`config.mk`:
```
export PLATFORM = sky130hd
export DESIGN_NAME = wb_arbiter
export DESIGN_NICKNAME = d
export VERILOG_FILES = /design/src/rtl/wb_arbiter.sv
export SDC_FILE = /design/constraint.sdc
export NUM_CORES = 1
export LEC_CHECK = 0
export CORE_ASPECT_RATIO = 1.25
export CORE_MARGIN = 5
export CORE_UTILIZATION = 55
export DETAILED_ROUTE_END_ITERATION = 8
export PLACE_DENSITY = 0.8
export SLEW_MARGIN = 20
export SYNTH_ARGS = -nofsm -noshare
export SYNTH_HDL_FRONTEND = slang
export SYNTH_SLANG_ARGS = --single-unit
```
`constraint.sdc`:
```
create_clock -name clk -period 3.7 [get_ports clk]
set_clock_uncertainty 0.1 [all_clocks]
set_input_delay 0.74 -clock clk [delete_from_list [all_inputs] [get_ports clk]]
set_output_delay 0.74 -clock clk [all_outputs]
set_load 0.005 [all_outputs]
```
`src/rtl/wb_arbiter.sv`:
```
// Writeback arbiter: merges un-stallable ALU results and FIFO-buffered load results onto one register-file write port.
// Optional starvation guard for queued loads is built when WB_STARVE_GUARD_EN is defined.
module wb_arbiter #(
    parameter int DEPTH        = 4,
    parameter int STARVE_LIMIT = 8
) (
    input  logic        clk,
    input  logic        clr,
    input  logic        alu_valid,
    input  logic [4:0]  alu_rd,
    input  logic [31:0] alu_data,
    output logic        alu_stall,
    input  logic        ld_valid,
    output logic        ld_ready,
    input  logic [4:0]  ld_rd,
    input  logic [31:0] ld_data,
    output logic [4:0]  wb_addr,
    output logic [31:0] wb_d,
    output logic        wb_we,
    output logic [31:0] pend_mask
);

    localparam int PW = $clog2(DEPTH);
    localparam int CW = PW + 1;
    localparam logic [CW-1:0] FULL = CW'(DEPTH);

    logic [4:0]    q_rd   [DEPTH];
    logic [31:0]   q_data [DEPTH];
    logic [PW-1:0] rd_ptr, wr_ptr;
    logic [CW-1:0] count;
    logic          wb_from_ld;

    logic          empty, alu_acc, alu_write, push_hs, push, pop, flow;
    logic          sel_we, sel_ld;
    logic [4:0]    sel_rd;
    logic [31:0]   sel_data;

    // Handshakes: ALU request taken when alu_valid && !alu_stall; load taken when ld_valid && ld_ready at a rising edge.
    assign ld_ready = (count != FULL);

`ifdef WB_STARVE_GUARD_EN
    localparam int WW = $clog2(STARVE_LIMIT + 1);
    logic [WW-1:0] wait_cnt;

    assign alu_stall = (wait_cnt == WW'(STARVE_LIMIT));

    always_ff @(posedge clk or negedge clr) begin
        if (!clr)
            wait_cnt <= '0;
        else if (pop)
            wait_cnt <= '0;
        else if (!empty && alu_write)
            wait_cnt <= wait_cnt + 1'b1;
    end
`else
    logic unused_limit;
    assign unused_limit = (STARVE_LIMIT != 0);
    assign alu_stall    = 1'b0;
`endif

    always_comb begin
        empty     = (count == '0);
        alu_acc   = alu_valid && !alu_stall;
        alu_write = alu_acc && (alu_rd != 5'd0);
        push_hs   = ld_valid && ld_ready;
        pop       = 1'b0;
        flow      = 1'b0;
        sel_we    = 1'b0;
        sel_ld    = 1'b0;
        sel_rd    = q_rd[rd_ptr];
        sel_data  = q_data[rd_ptr];
        // A stall only ever happens with the FIFO non-empty, so the head is valid here.
        if (alu_stall) begin
            pop    = 1'b1;
            sel_we = 1'b1;
            sel_ld = 1'b1;
        end else if (alu_write) begin
            sel_we   = 1'b1;
            sel_rd   = alu_rd;
            sel_data = alu_data;
        end else if (!empty) begin
            pop    = 1'b1;
            sel_we = 1'b1;
            sel_ld = 1'b1;
        end else if (push_hs && ld_rd != 5'd0) begin
            flow     = 1'b1;
            sel_we   = 1'b1;
            sel_ld   = 1'b1;
            sel_rd   = ld_rd;
            sel_data = ld_data;
        end
        push = push_hs && (ld_rd != 5'd0) && !flow;
    end

    always_ff @(posedge clk) begin
        if (push) begin
            q_rd[wr_ptr]   <= ld_rd;
            q_data[wr_ptr] <= ld_data;
        end
    end

    always_ff @(posedge clk or negedge clr) begin
        if (!clr) begin
            rd_ptr     <= '0;
            wr_ptr     <= '0;
            count      <= '0;
            wb_addr    <= '0;
            wb_d       <= '0;
            wb_we      <= 1'b0;
            wb_from_ld <= 1'b0;
        end else begin
            if (push) wr_ptr <= wr_ptr + 1'b1;
            if (pop)  rd_ptr <= rd_ptr + 1'b1;
            case ({push, pop})
                2'b10:   count <= count + 1'b1;
                2'b01:   count <= count - 1'b1;
                default: count <= count;
            endcase
            wb_we      <= sel_we;
            wb_from_ld <= sel_ld;
            if (sel_we) begin
                wb_addr <= sel_rd;
                wb_d    <= sel_data;
            end
        end
    end

    always_comb begin
        pend_mask = '0;
        for (int i = 0; i < DEPTH; i++) begin
            if (CW'(i) < count)
                pend_mask[q_rd[PW'(rd_ptr + PW'(i))]] = 1'b1;
        end
        if (wb_we && wb_from_ld)
            pend_mask[wb_addr] = 1'b1;
        pend_mask[0] = 1'b0;
    end

endmodule
```
# Yosys cells after proc, flatten, opt, wreduce, memory -nomap -nowiden
# Memories as Yosys holds them, arrays and structs flattened.
# Cells that the tools add are included.
dict set report word_totals {
  output_inout_bits 72
  memories 2
  elab_cells 83
  ram_bits 148
  register_bits 46
}
dict set report op_classes {
  n_mux 32
  n_addsub 6
  n_eq_ne 3
  n_reduce_logical 15
  bitwise_logic 4
  n_lt_le_gt_ge 14
}
# memory words word_bits rd rd_clocked_by_memory_dff wr line_no
set mem_list {}
lappend mem_list {q_data 4 32 1 0 1 28} ;# logic [31:0] q_data [DEPTH];
lappend mem_list {q_rd 4 5 4 0 1 27} ;# logic [4:0] q_rd [DEPTH];
# cell count
set ops {}
lappend ops {{two-way mux 32 bit} 8}
lappend ops {{bitwise OR 32 bit} 4}
lappend ops {{less-than comparator 5 x 6 -> 1 bit, second input constant} 5}
lappend ops {{demux 1 bit (select 5 bit)} 5}
lappend ops {{>= comparator 5 x 1 -> 1 bit, second input constant} 5}
lappend ops {{two-way mux 1 bit} 15}
lappend ops {{two-way mux 5 bit} 3}
lappend ops {{logical AND 1 bit} 10}
lappend ops {{nonzero test 5 bit} 2}
lappend ops {{less-than comparator 1 x 3 -> 1 bit, first input constant} 2}
lappend ops {{less-than comparator 2 x 3 -> 1 bit, first input constant} 2}
lappend ops {{one-hot mux 3 bit (2 select lines)} 1}
lappend ops {{adder 2 x 1 -> 2 bit, second input constant} 2}
lappend ops {{adder 2 bit, second input constant} 2}
lappend ops {{adder 3 x 1 -> 3 bit, second input constant} 1}
lappend ops {{zero test 3 bit} 1}
lappend ops {{inequality test 3 bit, second input constant} 1}
lappend ops {{subtractor 3 x 1 -> 3 bit, second input constant} 1}
lappend ops {{equality test 2 x 1 -> 1 bit, second input constant} 1}
lappend ops {{equality test 2 bit, second input constant} 1}
lappend ops {{nonzero test 2 bit} 1}
lappend ops {{zero test 1 bit} 1}

# Depth between registers and ports, before layout
# Gate-level depths: netlist (run 1).
# An unclocked memory read counts as a cell.
dict set report depth {
  depth_word 14
  mapped_depth 11
  mapped_depth_nobuf 10
}

# Worst setup path after synthesis (run 1)
# Ideal clock, no wire load.
dict set report synth_timing {
  kind {reg-to-reg}
  startpoint {reg count[0]}
  endpoint {mem q_data[0][0], enable pin}
  setup_ns 0.398
  required_ns 3.202
  setup_slack_ns 0.634
  path_stages_with_launch 8
  period_less_slack_ns 3.066
  t_arrival_ns 2.568
  path_cell_list {dfrtp_1 inv_1 ha_1 a21bo_2 a21o_1 buf_2 a21oi_1 and2_1}
}
dict set report synth_via {
  elab_chain_cells 10
  word_cells_on_any_way 11
  classes_between {eq/ne: 1; mux: 5; reduce/logical: 5}
}
# item line_no
set synth_lines {}
lappend synth_lines {{start: declaration} 30} ;# logic [CW-1:0] count;
lappend synth_lines {{start signal: assignment} 115} ;# 2'b10: count <= count + 1'b1;
lappend synth_lines {{start signal: assignment} 116} ;# 2'b01: count <= count - 1'b1;
lappend synth_lines {{start signal: assignment} 117} ;# default: count <= count;
lappend synth_lines {{inequality test 3 bit} 39} ;# assign ld_ready = (count != FULL);
lappend synth_lines {{logical AND 1 bit} 65} ;# push_hs = ld_valid && ld_ready;
lappend synth_lines {{logical AND 1 bit} {85, 92}}
lappend synth_lines {{two-way mux 1 bit} 85} ;# end else if (push_hs && ld_rd != 5'd0) begin
lappend synth_lines {{two-way mux 1 bit} 81} ;# end else if (!empty) begin
lappend synth_lines {{two-way mux 1 bit} 77} ;# end else if (alu_write) begin
lappend synth_lines {{zero test 1 bit} 92} ;# push = push_hs && (ld_rd != 5'd0) && !flow;
lappend synth_lines {{logical AND 1 bit (*)} 92}
lappend synth_lines {{two-way mux 1 bit (*)} 96} ;# if (push) begin
lappend synth_lines {{two-way mux 1 bit (implied by the code) (*)} 98} ;# q_data[wr_ptr] <= ld_data;
lappend synth_lines {{end: declaration} 28}
# Mark *: on every way between the ends. The rest lies on a longest branch, timed or not.

# Worst setup path in the final report (run 1)
dict set report layout_timing {
  startpoint {reg rd_ptr[0]}
  endpoint {out pend_mask[17]}
}
dict set report layout_via {
  elab_chain_cells 14
  word_cells_on_any_way 33
  classes_between {add/sub: 3; order compare: 8; mux: 13; bitwise: 4; reduce/logical: 4; memory: 1}
}
# item line_no
set layout_lines {}
lappend layout_lines {{start: declaration} 29} ;# logic [PW-1:0] rd_ptr, wr_ptr;
lappend layout_lines {{start signal: assignment} 113} ;# if (pop) rd_ptr <= rd_ptr + 1'b1;
lappend layout_lines {{adder 2 x 1 -> 2 bit / memory read (4 x 5 bit) (equally long branches)} n/a}
lappend layout_lines {{memory read (4 x 5 bit) (*)} n/a}
lappend layout_lines {{less-than comparator 5 x 6 -> 1 bit (implied by the code) (tied with other cells)} 132} ;# pend_mask[q_rd[PW'(rd_ptr + PW'(i))]] = 1'b1;
lappend layout_lines {{logical AND 1 bit (implied by the code) / two-way mux 1 bit (equally long branches)} 132}
lappend layout_lines {{two-way mux 1 bit (implied by the code) / demux 1 bit (select 5 bit) (equally long branches)} 132}
lappend layout_lines {{demux 1 bit (select 5 bit) / two-way mux 32 bit (equally long branches)} {132, 131}}
lappend layout_lines {{bitwise OR 32 bit (no line)} n/a}
lappend layout_lines {{two-way mux 32 bit} 131} ;# if (CW'(i) < count)
lappend layout_lines {{bitwise OR 32 bit (no line)} n/a}
lappend layout_lines {{two-way mux 32 bit} 131}
lappend layout_lines {{bitwise OR 32 bit (no line)} n/a}
lappend layout_lines {{two-way mux 32 bit (*)} 131}
lappend layout_lines {{bitwise OR 32 bit (no line)} n/a}
lappend layout_lines {{two-way mux 32 bit (*)} 134} ;# if (wb_we && wb_from_ld)
lappend layout_lines {{end: declaration} 20} ;# output logic [31:0] pend_mask
# Marks and branches as above.

==> results of run 1 <==
report_power, final:
| group | switching [mW] | internal, mW |
|---|---|---|
| registers | 0.345 | 2.92 |
| clock network | 0.904 | 0.917 |
| logic | 3.08 | 2.60 |
| total | 4.33 | 6.43 |
metrics by stage:
stage | hold WS [ps] | util (%) | worst slack, ps | cells
after floorplan | 344.4 | - | 634.4 | 734
after global placement | 398.3 | 65.41 | 222.4 | 1094
after detailed placement | 398.3 | 65.41 | 190.4 | 1094
after CTS | 327.2 | 70.23 | -14.58 | 1141
after global routing | 364.8 | 72.11 | -44.13 | 1159
final | 312.8 | 72.11 | 27.18 | 1159
synth_stat cells, types with 12 or more instances:
library cell / number
edfxtp_1: 148
nand3_1: 63
mux4_2: 52
nand2_1: 51
dfrtp_1: 46
clkbuf_1: 32
a32oi_1: 29
a22oi_1: 28
nor2_1: 26
a221o_1: 25
a211oi_1: 24
inv_1: 21
o21ai_0: 21
o211ai_1: 17
nor2b_1: 14
and2_1: 13
o31ai_1: 12
registers in the layout, indices dropped and copies added (netlist names):
| register | flops |
|---|---|
| wb_d | 32 |
| count | 3 |
| wb_addr | 5 |
| q_data | 128 |
| wb_we | 1 |
| wb_from_ld | 1 |
| q_rd | 20 |
| rd_ptr | 2 |
| wr_ptr | 2 |
cells by family (layout without fill, tap and decap cells):
kind of cell             after synthesis  in the layout
AO/OA/AOI/OAI                        172            172
other                                  1              4
flip-flops                           194            194
AND/OR/NAND/NOR                      210            210
adder cells (fa/ha/maj)                9              9
multiplexers                          54             54
XOR/XNOR                               6              6
buffers and inverters                 87            282
final cells by class:
cell class	count	area, µm²	area share (%)
sequential	194	5600	43.41
multi-input combinational	453	4172	32.33
timing repair buffer	229	2156	16.71
clock buffer	17	425.4	3.297
tap	228	285.3	2.211
clock inverter	15	180.2	1.396
inverter	21	78.83	0.6109
antenna	2	5.005	0.03879
worst reg2reg max path, stage by stage, from the launching register on:
cell and delay (ps):
dfrtp_1 510, inv_1 110, ha_1 300, a21bo_2 230
a21o_1 170, a21oi_1 340, and2_2 930
routing by layer:
layer | wire (µm) | vias up
met3 | 2352 | 123
met4 | 2199 | 0
met5 | 0 | -
met2 | 17140 | 509
met1 | 11130 | 3943
li1 | - | 3324
how the worst min path moves through the flow:
stage / from / end / slack [ps] / depth (start not counted)
after CTS: clr / wb_d[10] / 330 / 1
after floorplan: clr / count[0] / 340 / 0
after detailed placement: wb_d[4] / wb_d[4] / 400 / 1
after global placement: wb_d[28] / wb_d[28] / 400 / 1
after global routing: clr / wb_d[21] / 360 / 1
final: clr / wb_d[21] / 310 / 1
repair_timing:
item | 4_1_cts | 5_1_grt
endpoints found under the hold margin | 0 | 0
setup buffers | 15 | 16
setup endpoints to repair | 31 | 27
pin swaps | 9 | 13
resized for setup | 35 | 53
==> results.sh, run 1 <==
export IMPL_fp_dieW_um=130.1
export IMPL_endpoint_kind="primary output"
export IMPL_grt_total_usage_pct=31.64
export IMPL_arrival_ps=2830
export IMPL_path_cells="buf_4, mux4_2, nor2b_4, buf_4, a32oi_1, nand3_1, clkdlybuf4s50_1"
export IMPL_status="finished clean"
export IMPL_cpLargestDelayFamily="buffers and inverters"
export IMPL_synth_xor_area_share_pct=0.5299
export IMPL_grt_pass1_vias=8063
export IMPL_max_freq_mhz=272.3
export IMPL_hpwl_um=22130
export IMPL_syn_avg_cell_area_um2=13.53
export IMPL_critical_path_slowest_cell="mux4_2"
export IMPL_reg2reg_depth=6
export IMPL_min_path_type="in2async"
export IMPL_place_port_buffers=147
export IMPL_grt_first_pass_wirelength_um=49140
export IMPL_fillers=1147
export IMPL_synth_top_area_share_pct=44.81
export IMPL_crit_type="reg2out"
export IMPL_ys_ff_latch=194
export IMPL_gp_routability_congestion=1.033
export IMPL_yosys_area_share_simple_pct=11.85
export IMPL_finalCritPeriodShare_pct=99.27
export IMPL_setup_viol=0
export IMPL_powerDensity_mw_per_mm2=834.3
export IMPL_maxSlewHeadroom_pct=29.20
export IMPL_drv_slew=0
export IMPL_use_met3_pct=4.851
export IMPL_ys_warn_count=0
export IMPL_vias_per_cell=6.815
export IMPL_die_h_um=160.1
export IMPL_crit_fanout=6
export IMPL_cp_endpoint="pend_mask[17]"
export IMPL_initial_core_util_pct=55.43
export IMPL_postPlaceCellArea_mm2=0.01170
export IMPL_critPathLaunch="rd_ptr[0]"
export IMPL_cts_tree="done"
export IMPL_worstSkewPairLatency_ps=420
export IMPL_drive_above_1_share_pct=24.54
export IMPL_row_count=55
export IMPL_gr_usage_met1_pct=37.19
export IMPL_max_slew_worst_pin_slew_ps=1062
export IMPL_drc=0
export IMPL_synthMuxAreaShare_pct=12.02
export IMPL_root_buffer="clkbuf_16"
export IMPL_yosysTopAreaCell="edfxtp_1"
export IMPL_r2r_start="count[0]"
export IMPL_num_io_pins=150
export IMPL_firstDrtPassIters=6
export IMPL_layout_common_cells="148 x edfxtp_1, 119 x clkdlybuf4s50_1, 78 x buf_4"
export IMPL_critPathLaunchType="register"
export IMPL_ir_drop_mv=0.4511
export IMPL_final_antenna_net_count=0
export IMPL_coreArea_mm2=0.01789
export IMPL_numCtsBuffers=17
export IMPL_path_buf_inv=3
export IMPL_synth_cell_types=56
export IMPL_netlist_area_mm2=0.009917
export IMPL_antenna_found_initial=2
export IMPL_syn_inst=733
export IMPL_final_area_mm2=0.01290
export IMPL_leakage_nw=4.968
export IMPL_final_nets=1003
export IMPL_synth_edf_count=148
export IMPL_cp_depth=7
export IMPL_mostFrequentLayoutCell="edfxtp_1"
export IMPL_wire_per_inst_um=28.32
export IMPL_top_usage_layer="met2"
export IMPL_clock_path_buffers=2
export IMPL_syn_to_final_growth_pct=30.10
export IMPL_rsz0062_at_grt="true"
export IMPL_finalHoldViolCount=0
export IMPL_cts_hold_buf=0
export IMPL_finalSetupTns_ps=0
export IMPL_use_met2_pct=54.46
export IMPL_synth_top_family_by_area="compound AO/OA/AOI/OAI gates"
export IMPL_crit_path_frequent_cell="buf_4"
export IMPL_yosysSeqAreaShare_pct=56.42
export IMPL_grt_overflow=0
export IMPL_worst_r2r_setup_slack_ps=580
export IMPL_routed_wl_um=32820
export IMPL_synth_ff_type="edfxtp_1"
export IMPL_total_power_mw=10.76
export IMPL_drtIter0Drc=696
export IMPL_cp_slowest_stage_delay_ps=600
export IMPL_clk_pin_slew_ps=80
export IMPL_synth_compound_area_share_pct=13.45
export IMPL_cts_sinks=194
export IMPL_drv_cap=0
export IMPL_crit_reg2reg_capture="q_rd[1][3]"
export IMPL_grt_max_degree=40
export IMPL_vias=7899
export IMPL_required_ps=2860
export IMPL_die_area_mm2=0.02083
export IMPL_htreeDepth=4
export IMPL_synthAdderAreaFrac_pct=1.136
export IMPL_synth_area_leaders="edfxtp_1 45%, mux4_2 12%, dfrtp_1 12%"
export IMPL_fin_crit_ps=3673
export IMPL_synthArstFlopShare_pct=23.71
No activity file was read; power rests on OpenSTA's default activity.
==> run 2, diff against run 1 <==
--- a/config.mk
+++ b/config.mk
@@ -8,6 +8,7 @@
 export CORE_ASPECT_RATIO = 1.25
 export CORE_MARGIN = 5
 export CORE_UTILIZATION = 55
+export CTS_CLUSTER_DIAMETER = 200
 export DETAILED_ROUTE_END_ITERATION = 8
 export PLACE_DENSITY = 0.8
 export SLEW_MARGIN = 20
==> results of run 2 <==
Final layout, timing and power as in run 1 (identical DEF).
==> run 3, diff against run 2 <==
--- a/config.mk
+++ b/config.mk
@@ -7,10 +7,10 @@
 export LEC_CHECK = 0
 export CORE_ASPECT_RATIO = 1.25
 export CORE_MARGIN = 5
-export CORE_UTILIZATION = 55
+export CORE_UTILIZATION = 40
 export CTS_CLUSTER_DIAMETER = 200
 export DETAILED_ROUTE_END_ITERATION = 8
-export PLACE_DENSITY = 0.8
+export PLACE_DENSITY = 0.61
 export SLEW_MARGIN = 20
 export SYNTH_ARGS = -nofsm -noshare
 export SYNTH_HDL_FRONTEND = slang
==> run 3 against run 2 <==
Non-clock buffer count fell by 5. Cell area rose by 0.31%. First-iteration DRC count fell by 22%. Critical endpoint is now pend_mask[28]. Largest cell class unchanged. Largest power group unchanged. Highest routed layer unchanged.
==> results.sh, run 3 (synthesis results as in run 1) <==
export IMPL_status="finished clean"
export IMPL_drtIter0Drc=543
export IMPL_largest_register="q_data"
export IMPL_crit_fanout=7
export IMPL_crit_type="reg2out"
export IMPL_setup_viol=0
export IMPL_powerDensity_mw_per_mm2=814.6
export IMPL_antenna_found_initial=0
export IMPL_vias_per_cell=5.850
export IMPL_finalHoldViolCount=0
export IMPL_comb_power_share_pct=51.4
export IMPL_whs_ps=289.9
export IMPL_fin_crit_ps=3685
export IMPL_worstSkewPairLatency_ps=430
export IMPL_crit_reg2reg_capture="q_data[0][31]"
export IMPL_max_freq_mhz=271.4
export IMPL_ff_latch_area_mm2=0.005603
export IMPL_syn_to_final_growth_pct=30.51
export IMPL_cts_sinks=194
export IMPL_grt_overflow=0
export IMPL_die_h_um=186.0
export IMPL_gp_routability_congestion=0.9443
export IMPL_maxSlewHeadroom_pct=27.02
export IMPL_cts_tree="done"
export IMPL_drv_cap=0
export IMPL_htreeDepth=4
export IMPL_required_ps=2860
export IMPL_final_area_mm2=0.01294
export IMPL_fin_ws_ps=15.29
export IMPL_place_port_buffers=147
export IMPL_leakage_nw=4.962
export IMPL_n_antenna_cell=0
export IMPL_grt_first_pass_wirelength_um=45370
export IMPL_grt_total_usage_pct=21.52
export IMPL_clock_path_buffers=2
export IMPL_mostFrequentLayoutCell="edfxtp_1"
export IMPL_max_slew_worst_pin_slew_ps=1095
export IMPL_firstDrtPassIters=5
export IMPL_grt_pass1_vias=7383
export IMPL_fp_dieW_um=150.8
export IMPL_row_count=64
export IMPL_ir_drop_mv=0.4568
export IMPL_p_clk_share_pct=17.8
export IMPL_num_io_pins=150
export IMPL_cp_endpoint="pend_mask[28]"
export IMPL_fin_util_pct=52.82
export IMPL_die_area_mm2=0.02806
export IMPL_vias=7336
export IMPL_final_nets=998
export IMPL_hpwl_um=20810
export IMPL_rsz0062_at_grt="true"
export IMPL_preCtsSetupSlack_ps=249.8
export IMPL_drive_above_1_share_pct=22.73
export IMPL_min_path_type="in2async"
export IMPL_worst_r2r_setup_slack_ps=740
export IMPL_finalCritPeriodShare_pct=99.59
export IMPL_coreArea_mm2=0.02450
export IMPL_largest_reg_flops=128
export IMPL_r2r_start="count[0]"
export IMPL_reg2reg_depth=6
export IMPL_intPower_mw=6.422
export IMPL_critPathLaunchType="register"
export IMPL_clk_pin_slew_ps=80
export IMPL_top_regs="q_data x128, wb_d x32, q_rd x20"
export IMPL_numCtsBuffers=17
export IMPL_arrival_ps=2840
export IMPL_netSwitchingPower_mw=4.121
export IMPL_endpoint_kind="primary output"
export IMPL_final_antenna_net_count=0
export IMPL_routed_wl_um=30080
export IMPL_drc=0
export IMPL_wire_per_inst_um=23.99
export IMPL_multi_input_area_mm2=0.004041
export IMPL_grt_max_degree=38
export IMPL_layout_common_cells="148 x edfxtp_1, 123 x clkdlybuf4s50_1, 70 x buf_4"
export IMPL_critPathLaunch="rd_ptr[1]"
export IMPL_swShare_pct=39.09
export IMPL_postPlaceCellArea_mm2=0.01186
export IMPL_drv_slew=0
export IMPL_initial_core_util_pct=40.47
export IMPL_power_frac_seq_pct=30.8
export IMPL_root_buffer="clkbuf_16"
export IMPL_fillers=2122
==> run 3: cell types whose count changed in the layout (fill, tap and decap cells not counted), moves of 3 or more <==
cell and delta:
a22oi_2 -4, a22oi_1 +4, nor2b_4 -3, dlymetal6s2s_1 +3
buf_12 +3, a32oi_1 +4, clkdlybuf4s50_1 +4, buf_4 -8
dlygate4sd2_1 -6, nor2b_1 +3, a32oi_4 -3
==> run 3: area by class of cell <==
class,count,area share [%]
clock buffer,17,3.287
multi-input combinational,453,31.23
tap,330,3.190
sequential,194,43.29
inverter,21,0.6090
timing repair buffer,224,16.84
clock inverter,15,1.556
==> run 3: critical path, cell delays in order, from the launching register on <==
cell             delay, ps
dfrtp_4                530
buf_4                  150
mux4_2                 490
nor2b_1                160
buf_4                  160
a22oi_1                270
nand3_1                170
clkdlybuf4s50_1        470
==> run 3: metrics by stage <==
step	total power, mW	std cells	TNS [ps]
after floorplan	6.172	734	0
after global placement	8.264	1198	0
after detailed placement	8.285	1198	0
after CTS	10.29	1238	0
after global routing	11.12	1254	-344.0
final	10.54	1254	0
==> run 3: worst min path at each step <==
stage | start | endpoint | slack (ps) | depth (start not counted)
final | clr | wb_d[21] | 290 | 1
after global placement | wb_d[1] | wb_d[1] | 400 | 1
after floorplan | clr | count[0] | 340 | 0
after detailed placement | wb_d[2] | wb_d[2] | 400 | 1
after global routing | clr | wb_d[9] | 340 | 1
after CTS | clr | wb_we | 310 | 1
==> run 3: repair_timing <==
| action | in CTS | in global routing |
|---|---|---|
| hold endpoints to repair | 0 | 0 |
| endpoints found under the setup margin | 30 | 31 |
| pin swaps | 3 | 14 |
| buffers inserted | 8 | 15 |
| resized for setup | 10 | 51 |
| hold buffers | 0 | 0 |
==> run 3: power groups by stage <==
stage / Sequential [mW] / Clock (mW) / Combinational, mW
after floorplan: 3.14 / 0 / 3.03
after global placement: 3.33 / 0 / 4.94
after detailed placement: 3.34 / 0 / 4.94
after CTS: 3.25 / 1.90 / 5.14
after global routing: 3.30 / 2.01 / 5.81
final: 3.25 / 1.87 / 5.42
==> run 3: metal layers <==
metal	wire length (µm)	track usage, %
met3	1357	3.044
met5	0	0
met1	11990	27.01
met4	1147	8.781
met2	15590	37.43
